### src/rtl/tmr_reg_slave_pkg.sv
// Shared definitions for the timer register responder: register map, TSR bit
// positions, bus FSM encoding and the address error decode.
package tmr_reg_pkg;

  localparam logic [7:0] TMR_ADDR_TDR  = 8'h00;
  localparam logic [7:0] TMR_ADDR_TCR  = 8'h01;
  localparam logic [7:0] TMR_ADDR_TSR  = 8'h02;
  localparam logic [7:0] TMR_ADDR_TIER = 8'h03;
  localparam logic [7:0] TMR_ADDR_TCNT = 8'h04;

  localparam int TSR_OVF = 0;
  localparam int TSR_UDF = 1;

  typedef enum logic [1:0] {
    ST_IDLE   = 2'd0,
    ST_SETUP  = 2'd1,
    ST_ACCESS = 2'd2
  } tmr_state_e;

  // Unmapped addresses fail, as does any write to the read-only counter.
  function automatic logic addr_err(input logic [7:0] addr, input logic wr);
    return (addr > TMR_ADDR_TCNT) || (wr && (addr == TMR_ADDR_TCNT));
  endfunction

endpackage

### src/rtl/tmr_reg_slave_w1c_bit.sv
// Single status flag: set by a hardware pulse, cleared by software writing 1.
// When both happen in the same cycle the set wins so no event is lost.
module tmr_w1c_bit (
  input  logic clk,
  input  logic rst_n,
  input  logic set,
  input  logic clr,
  output logic q
);

  // NOTE: sequential state uses non-blocking assignments so every flop samples
  // pre-edge values regardless of block ordering.
  always_ff @(posedge clk or negedge rst_n) begin
    if (!rst_n)   q <= 1'b0;
    else if (set) q <= 1'b1;
    else if (clr) q <= 1'b0;
  end

endmodule

### src/rtl/tmr_reg_slave.sv
// APB-style register responder for the timer block (TDR, TCR, TSR, TIER, TCNT).
// Define TMR_APB_WAIT_EN to insert one wait state in every transfer.
module tmr_reg_slave
  import tmr_reg_pkg::*;
(
  input  logic       clk,
  input  logic       rst_n,
  input  logic       psel,
  input  logic       penable,
  input  logic       pwrite,
  input  logic [7:0] paddr,
  input  logic [7:0] pwdata,
  output logic [7:0] prdata,
  output logic       pready,
  output logic       pslverr,
  input  logic [7:0] tcnt,
  input  logic       ovf_set,
  input  logic       udf_set,
  output logic [7:0] tdr,
  output logic [7:0] tcr,
  output logic       tdr_load,
  output logic       irq
);

  tmr_state_e state;
  tmr_state_e phase;
  logic [1:0] tsr;
  logic [1:0] tier;
  logic [7:0] rd_mux;
  logic       capture;
  logic       err_now;
  logic       commit;

  // Bus phase of the current cycle; the registered state remembers the
  // previous phase so the registered handshake lines up with the bus.
  // NOTE: every always_comb output gets a default first so no latch is inferred.
  always_comb begin
    phase = ST_IDLE;
    case (state)
      ST_IDLE:   if (psel && !penable) phase = ST_SETUP;
      ST_SETUP:  if (psel) phase = penable ? ST_ACCESS : ST_SETUP;
      ST_ACCESS: if (psel) phase = ST_ACCESS;
      default:   phase = ST_IDLE;
    endcase
  end

`ifdef TMR_APB_WAIT_EN
  assign capture = (phase == ST_ACCESS) && !pready;
`else
  assign capture = (phase == ST_SETUP);
`endif

  assign err_now = addr_err(paddr, pwrite);
  assign commit  = psel && penable && pready && pwrite && !pslverr;

  always_comb begin
    rd_mux = 8'h00;
    case (paddr)
      TMR_ADDR_TDR:  rd_mux = tdr;
      TMR_ADDR_TCR:  rd_mux = tcr;
      TMR_ADDR_TSR:  rd_mux = {6'b0, tsr};
      TMR_ADDR_TIER: rd_mux = {6'b0, tier};
      TMR_ADDR_TCNT: rd_mux = tcnt;
      default:       rd_mux = 8'h00;
    endcase
  end

  // Handshake FSM with registered response outputs.
  always_ff @(posedge clk or negedge rst_n) begin
    if (!rst_n) begin
      state   <= ST_IDLE;
      pready  <= 1'b0;
      pslverr <= 1'b0;
      prdata  <= 8'h00;
    end else begin
      state   <= (phase == ST_ACCESS && pready) ? ST_IDLE : phase;
      pready  <= capture;
      pslverr <= capture && err_now;
      prdata  <= (capture && !pwrite && !err_now) ? rd_mux : 8'h00;
    end
  end

  always_ff @(posedge clk or negedge rst_n) begin
    if (!rst_n) begin
      tdr      <= 8'h00;
      tcr      <= 8'h00;
      tier     <= 2'b00;
      tdr_load <= 1'b0;
    end else begin
      tdr_load <= commit && (paddr == TMR_ADDR_TDR);
      if (commit) begin
        case (paddr)
          TMR_ADDR_TDR:  tdr  <= pwdata;
          TMR_ADDR_TCR:  tcr  <= pwdata;
          TMR_ADDR_TIER: tier <= pwdata[1:0];
          default:       ;
        endcase
      end
    end
  end

  tmr_w1c_bit u_tsr_ovf (
    .clk   (clk),
    .rst_n (rst_n),
    .set   (ovf_set),
    .clr   (commit && (paddr == TMR_ADDR_TSR) && pwdata[TSR_OVF]),
    .q     (tsr[TSR_OVF])
  );

  tmr_w1c_bit u_tsr_udf (
    .clk   (clk),
    .rst_n (rst_n),
    .set   (udf_set),
    .clr   (commit && (paddr == TMR_ADDR_TSR) && pwdata[TSR_UDF]),
    .q     (tsr[TSR_UDF])
  );

  assign irq = |(tsr & tier);

endmodule

### config.mk
export PLATFORM = sky130hd
export DESIGN_NAME = tmr_reg_slave
export DESIGN_NICKNAME = d
export VERILOG_FILES = /design/src/rtl/tmr_reg_slave_pkg.sv /design/src/rtl/tmr_reg_slave_w1c_bit.sv /design/src/rtl/tmr_reg_slave.sv
export SDC_FILE = /design/constraint.sdc
export NUM_CORES = 1
export LEC_CHECK = 0
export CORE_MARGIN = 4
export CORE_UTILIZATION = 35
export DETAILED_ROUTE_END_ITERATION = 12
export GPL_TIMING_DRIVEN = 0
export PLACE_DENSITY = 0.69
export SETUP_SLACK_MARGIN = 0.05
export SLEW_MARGIN = 40
export SYNTH_ARGS = -nofsm -noshare
export SYNTH_HDL_FRONTEND = slang
export SYNTH_SLANG_ARGS = --single-unit
### constraint.sdc
create_clock -name clk -period 2.46 [get_ports clk]
set_input_delay 0.246 -clock clk [delete_from_list [all_inputs] [get_ports clk]]
set_output_delay 0.246 -clock clk [all_outputs]
set_load 0.01 [all_outputs]
; ---- Yosys cells after proc, flatten, opt, wreduce, memory -nomap -nowiden
; Cells that the tools add are included.
[classes]
n_lt_le_gt_ge = 1
n_eq_ne = 8
mux = 12
bitwise = 1
n_reduce_logical = 27
[op_table]
columns = operator, n
row1 = $pmux 8 s5, 1
row2 = $eq 8x2->1 const B, 2
row3 = $logic_and 1x1->1, 14
row4 = $eq 8x1->1 const B, 1
row5 = $eq 8x3->1 const B, 1
row6 = $gt 8x3->1 const B, 1
row7 = $logic_not 8->1, 1
row8 = $mux 2, 4
row9 = $mux 8, 1
row10 = $pmux 2 s3, 1
row11 = $reduce_and 2->1, 3
row12 = $mux 1, 5
row13 = $eq 2x1->1 const B, 2
row14 = $eq 2x2->1 const B, 2
row15 = $logic_not 1->1, 4
row16 = $reduce_bool 2->1, 2
row17 = $and 2x2->2, 1
row18 = $logic_not 2->1, 1
row19 = $reduce_or 2->1, 1
row20 = $logic_or 1x1->1, 1
[word_totals]
ff_bits = 33
inputBits = 31
output_inout_bits = 28
word_cells = 59

; ---- Logic depth before layout (Yosys ltp)
[depth]
depth_word = 8
ltp_mapped = 6
ltp_nobuf = 4

; ---- Cells and area by module
; From an unflattened synthesis, not the netlist that was laid out.
[hier_totals]
hier_cells = 109
hier_area_um2 = 1486.4
[by_module_without_submodules]
columns = mod, n_inst, cells_each, area_per_inst_um2, seq_area_each_um2
row1 = tmr_reg_slave, 1, 103, 1413.9, 775.7
row2 = tmr_w1c_bit, 2, 3, 36.3, 25.0

; ---- Worst setup path before layout
; No wires, ideal clock.
[synth_timing]
path_type = input -> register
startpoint = input paddr[7]
endpoint = register tcr[0]
setup_ps = 125
arrival_time_ps = 1771
required_ps = 2335
path_slack_ps = 565
cell_stages = 5
path_buffers = 1
path_cell_list = or4_4 > nor4_4 > and2_1 > buf_6 > mux2_2
[synth_via]
elab_chain_cells = 2
[synth_lines]
columns = element, line_no
row1 = from (decl), tmr_reg_slave.sv:11  ; input logic [7:0] paddr,
row2 = $eq 8x1->1, tmr_reg_slave.sv:92  ; case (paddr)
row3 = $reduce_and 2->1 (no source line), n/a
row4 = to (signal assigned), tmr_reg_slave.sv:94  ; TMR_ADDR_TCR: tcr <= pwdata;
row5 = to (decl), tmr_reg_slave.sv:20  ; output logic [7:0] tcr,
; No other way between the ends.
; A chain may end at the register's enable or synchronous reset.

; ---- Final worst setup path
[layout_timing]
startpoint = input paddr[7]
endpoint = register tcr[1]
; Same word-level chain as after synthesis.

==> summary.md <==
| Metric | Value |
|---|---|
| Area growth syn-to-layout | `48.16%` |
| Worst R2R Setup Slack | `0.86 ns` |
| EDFF count, synth | `0` |
| Final Cell Area | `2271 um2` |
| Worst Setup SP | `paddr[7]` |
| Worst Path Required | `2.62 ns` |
| WS Path Type | `input pin to register` |
| Vias in the first global route | `1,337` |
| Synth Net Count | `150` |
| Final antenna-violating net count | `0` |
| GP Congestion | `0.7333` |
| Setup slack after layout | `~0.25 ns` |
| Nets@finish | `about 220` |
| Gr ovfl total | `0` |
| Rows | `23` |
| WHS Path Cells | `4` |
| Clk sinks | `33` |
| Critical path cell sequence | `clkdlybuf4s50_1 -> or4_4 -> nor4_4 -> and2_1 -> buf_6 -> mux2_2` |
| Final WL | `3815 um` |
| Max IR drop VDD | `308.9 uV` |
| Slowest stage delay, CP | `0.58 ns` |
| Detailed placement HPWL | `between 2000 and 3000 um` |
| CTS Buffer Depth | `2` |
| Largest driver fanout on the critical path | `8` |
| Crit path capture type | `register` |
| Worst Path Arrival | `2.36 ns` |
| Worst Tran Pin Value | `between 0.6 and 0.7 ns` |
| Crit-path slowest cell | `or4_4` |
| Layout cells sized above 1 | `0.2378` |
| Leakage | `0.9557 nW` |
| I/O pin total | `59` |
| Root Driver | `clkbuf_8` |
| Die ar. | `5502 um2` |
| Syn. warnings | `0` |
| Period Utilization, post-route | `0.8971` |
| R2R cell count | `5` |
| Vias/cell | `~5.2` |
| First-pass GRT wire length | `6458 um` |
| Synth unique cells | `31` |
| Status | `complete, no violations` |
| TritonCTS clock tree | `done` |
| DR DRC count | `0` |
| Total CTS buffers | `5` |
| Max-slew headroom | `0.5507` |
| Worst reg2reg startpoint | `pslverr` |
| Register area share after synthesis | `0.5388` |
| Bufs and invs on worst path | `2` |
| Final setup viols | `0` |
| DRT Pass-1 Iters | `4` |
| WHS Endpoint | `prdata[1]` |
| Routed WL per cell | `16.23 um` |
| RSZ-0062 raised after global routing | `no` |
| Max Transition Viols Final | `0` |
| Die Wd | `74.18 um` |
| Largest net degree at the start of global routing | `20` |
| Ant. Diodes | `0` |
| Setup WS pre-CTS | `-0.05410 ns` |
| IO buf count | `56` |
| Worst min path class | `input pin to register` |
| Fmax | `453.1 MHz` |
| Ys flop type | `dfrtp_1` |
| Worst reg2reg path endpoint | `tcr[1]` |
| H-tree lvl count | `2` |
| Core footprint | `4115 um2` |
| Multi-input combinational cell area | `between 600 and 700 um2` |
| PwrDens | `between 400 and 500 nW/um2` |
| Starting Density | `0.3725` |
| Syn Area/Cell | `12.88 um2` |
| Fillers | `366` |
| Post-synthesis cell count | `between 100 and 150` |
| Vias | `1,216` |
| Worst hold start | `paddr[1]` |
| Gr usage total | `0.1544` |
| Async SR Flop Fraction | `1.000` |
| Die height | `74.18 um` |
| #FFs+latches synth | `33` |
| Max-Cap Viols | `0` |
| Post-DP Area | `2178 um2` |
| Most frequent cells in the layout | `clkdlybuf4s50_1, dfrtp_1, mux2_2` |
| Clock Pin Slew Worst Setup and Hold Paths | `0.07 ns` |
| Startpoint types | `input pin` |
| Drt initial violations | `62` |
| Setup bufs post-CTS | `0` |
| Initial antenna violation count | `0` |
| Final hold vios | `0` |
| Most common cell after layout, fill and taps aside | `clkdlybuf4s50_1` |
| FF/Latch Area | `825.8 um2` |
| Clock Latency Late Sink | `0.28 ns` |
| Mapped Area | `about 1500 um2` |
| Tmin final | `around 2.2 ns` |
| Kind of cell adding the most delay to the critical path | `simple AND/OR/NAND/NOR gates` |
| Layout Skew | `0.006921 ns` |
-- synthesized netlist by cell type (2+ instances only) --
cell / instances / area, um2
nand2b_1: 3 / 18.77
clkbuf_1: 3 / 11.26
mux2_2: 29 / 326.6
nor3b_1: 3 / 22.52
nor2_1: 7 / 26.28
nand3b_1: 2 / 15.01
and2_1: 2 / 12.51
o21ai_0: 3 / 15.01
a21oi_1: 4 / 20.02
dfrtp_1: 33 / 825.8
a22oi_1: 6 / 45.04
a21o_1: 2 / 15.01
buf_2: 2 / 10.01
nand2_1: 3 / 11.26
-- where the power goes --
group / switching, mW / total, mW / internal [mW]
clock: 0.186 / 0.381 / 0.196
combinational: 0.0468 / 0.116 / 0.0693
sequential: 0.00320 / 0.550 / 0.547
total: 0.236 / 1.05 / 0.812
-- flip-flops by register name (all words and copies together), names as in the netlist --
signal	count
pready	1
prdata	8
tcr	8
tdr_load	1
u_tsr_ovf.q	1
state	2
pslverr	1
u_tsr_udf.q	1
tier	2
tdr	8
-- per-stage QoR --
step | power (mW) | std cells | hold slack (ns) | util | setup TNS (ns)
4_1_cts | 1.064 | 235 | 0.3898 | 0.5518 | 0
2_1_floorplan | 0.5957 | 119 | -0.04959 | - | 0
3_5_place_dp | 0.6764 | 226 | 0.1857 | 0.5293 | -0.3853
3_3_place_gp | 0.6688 | 225 | 0.4527 | 0.5239 | -0.1984
6_report | 1.048 | 235 | 0.3985 | 0.5518 | 0
5_1_grt | 1.094 | 235 | 0.4442 | 0.5518 | 0
-- cells by family after synthesis --
family,Yosys count,share of synthesized area
AO/OA/AOI/OAI,18,0.07755
buffers and inverters,6,0.02122
flip-flops,33,0.5388
multiplexers,29,0.2131
AND/OR/NAND/NOR,33,0.1494
-- layout make-up --
| class | count | share of cell area |
|---|---|---|
| timing repair buffer | 58 | 0.2612 |
| clock buffer | 6 | 0.03196 |
| sequential | 33 | 0.3636 |
| tap | 50 | 0.02755 |
| buffer | 6 | 0.01433 |
| multi-input combinational | 80 | 0.2970 |
| clock inverter | 2 | 0.004408 |
-- how the worst max path moves through the flow --
| stage | slack [ns] | cells past startpoint | end |
|---|---|---|---|
| 6_report | 0.25 | 6 | tcr[1] |
| 5_1_grt | 0.14 | 6 | tcr[6] |
| 3_3_place_gp | -0.03 | 6 | tcr[4] |
| 4_1_cts | 0.25 | 6 | tcr[1] |
| 2_1_floorplan | 0.56 | 5 | tcr[0] |
| 3_5_place_dp | -0.05 | 6 | tcr[3] |
-- timing repair --
action	4_1_cts	5_1_grt
hold buffers	1	0
gates resized for setup	0	0
endpoints found under the hold margin	14	0
endpoints found under the setup margin	0	0
-- tightest hold or removal path, delay by kind of cell --
family | cells | cell delay, ns
buffers and inverters | 1 | 0.19
AOI/OAI and AO/OA | 3 | 0.19
-- routing by layer --
metal,up-vias,part of all wire,global-route usage
li1,569,-,-
met1,606,0.40,0.1865
met2,34,0.53,0.2628
met3,7,0.051,0.03649
met4,0,0.016,0.06640
met5,-,0,0
(Power assumes the default switching activity.)
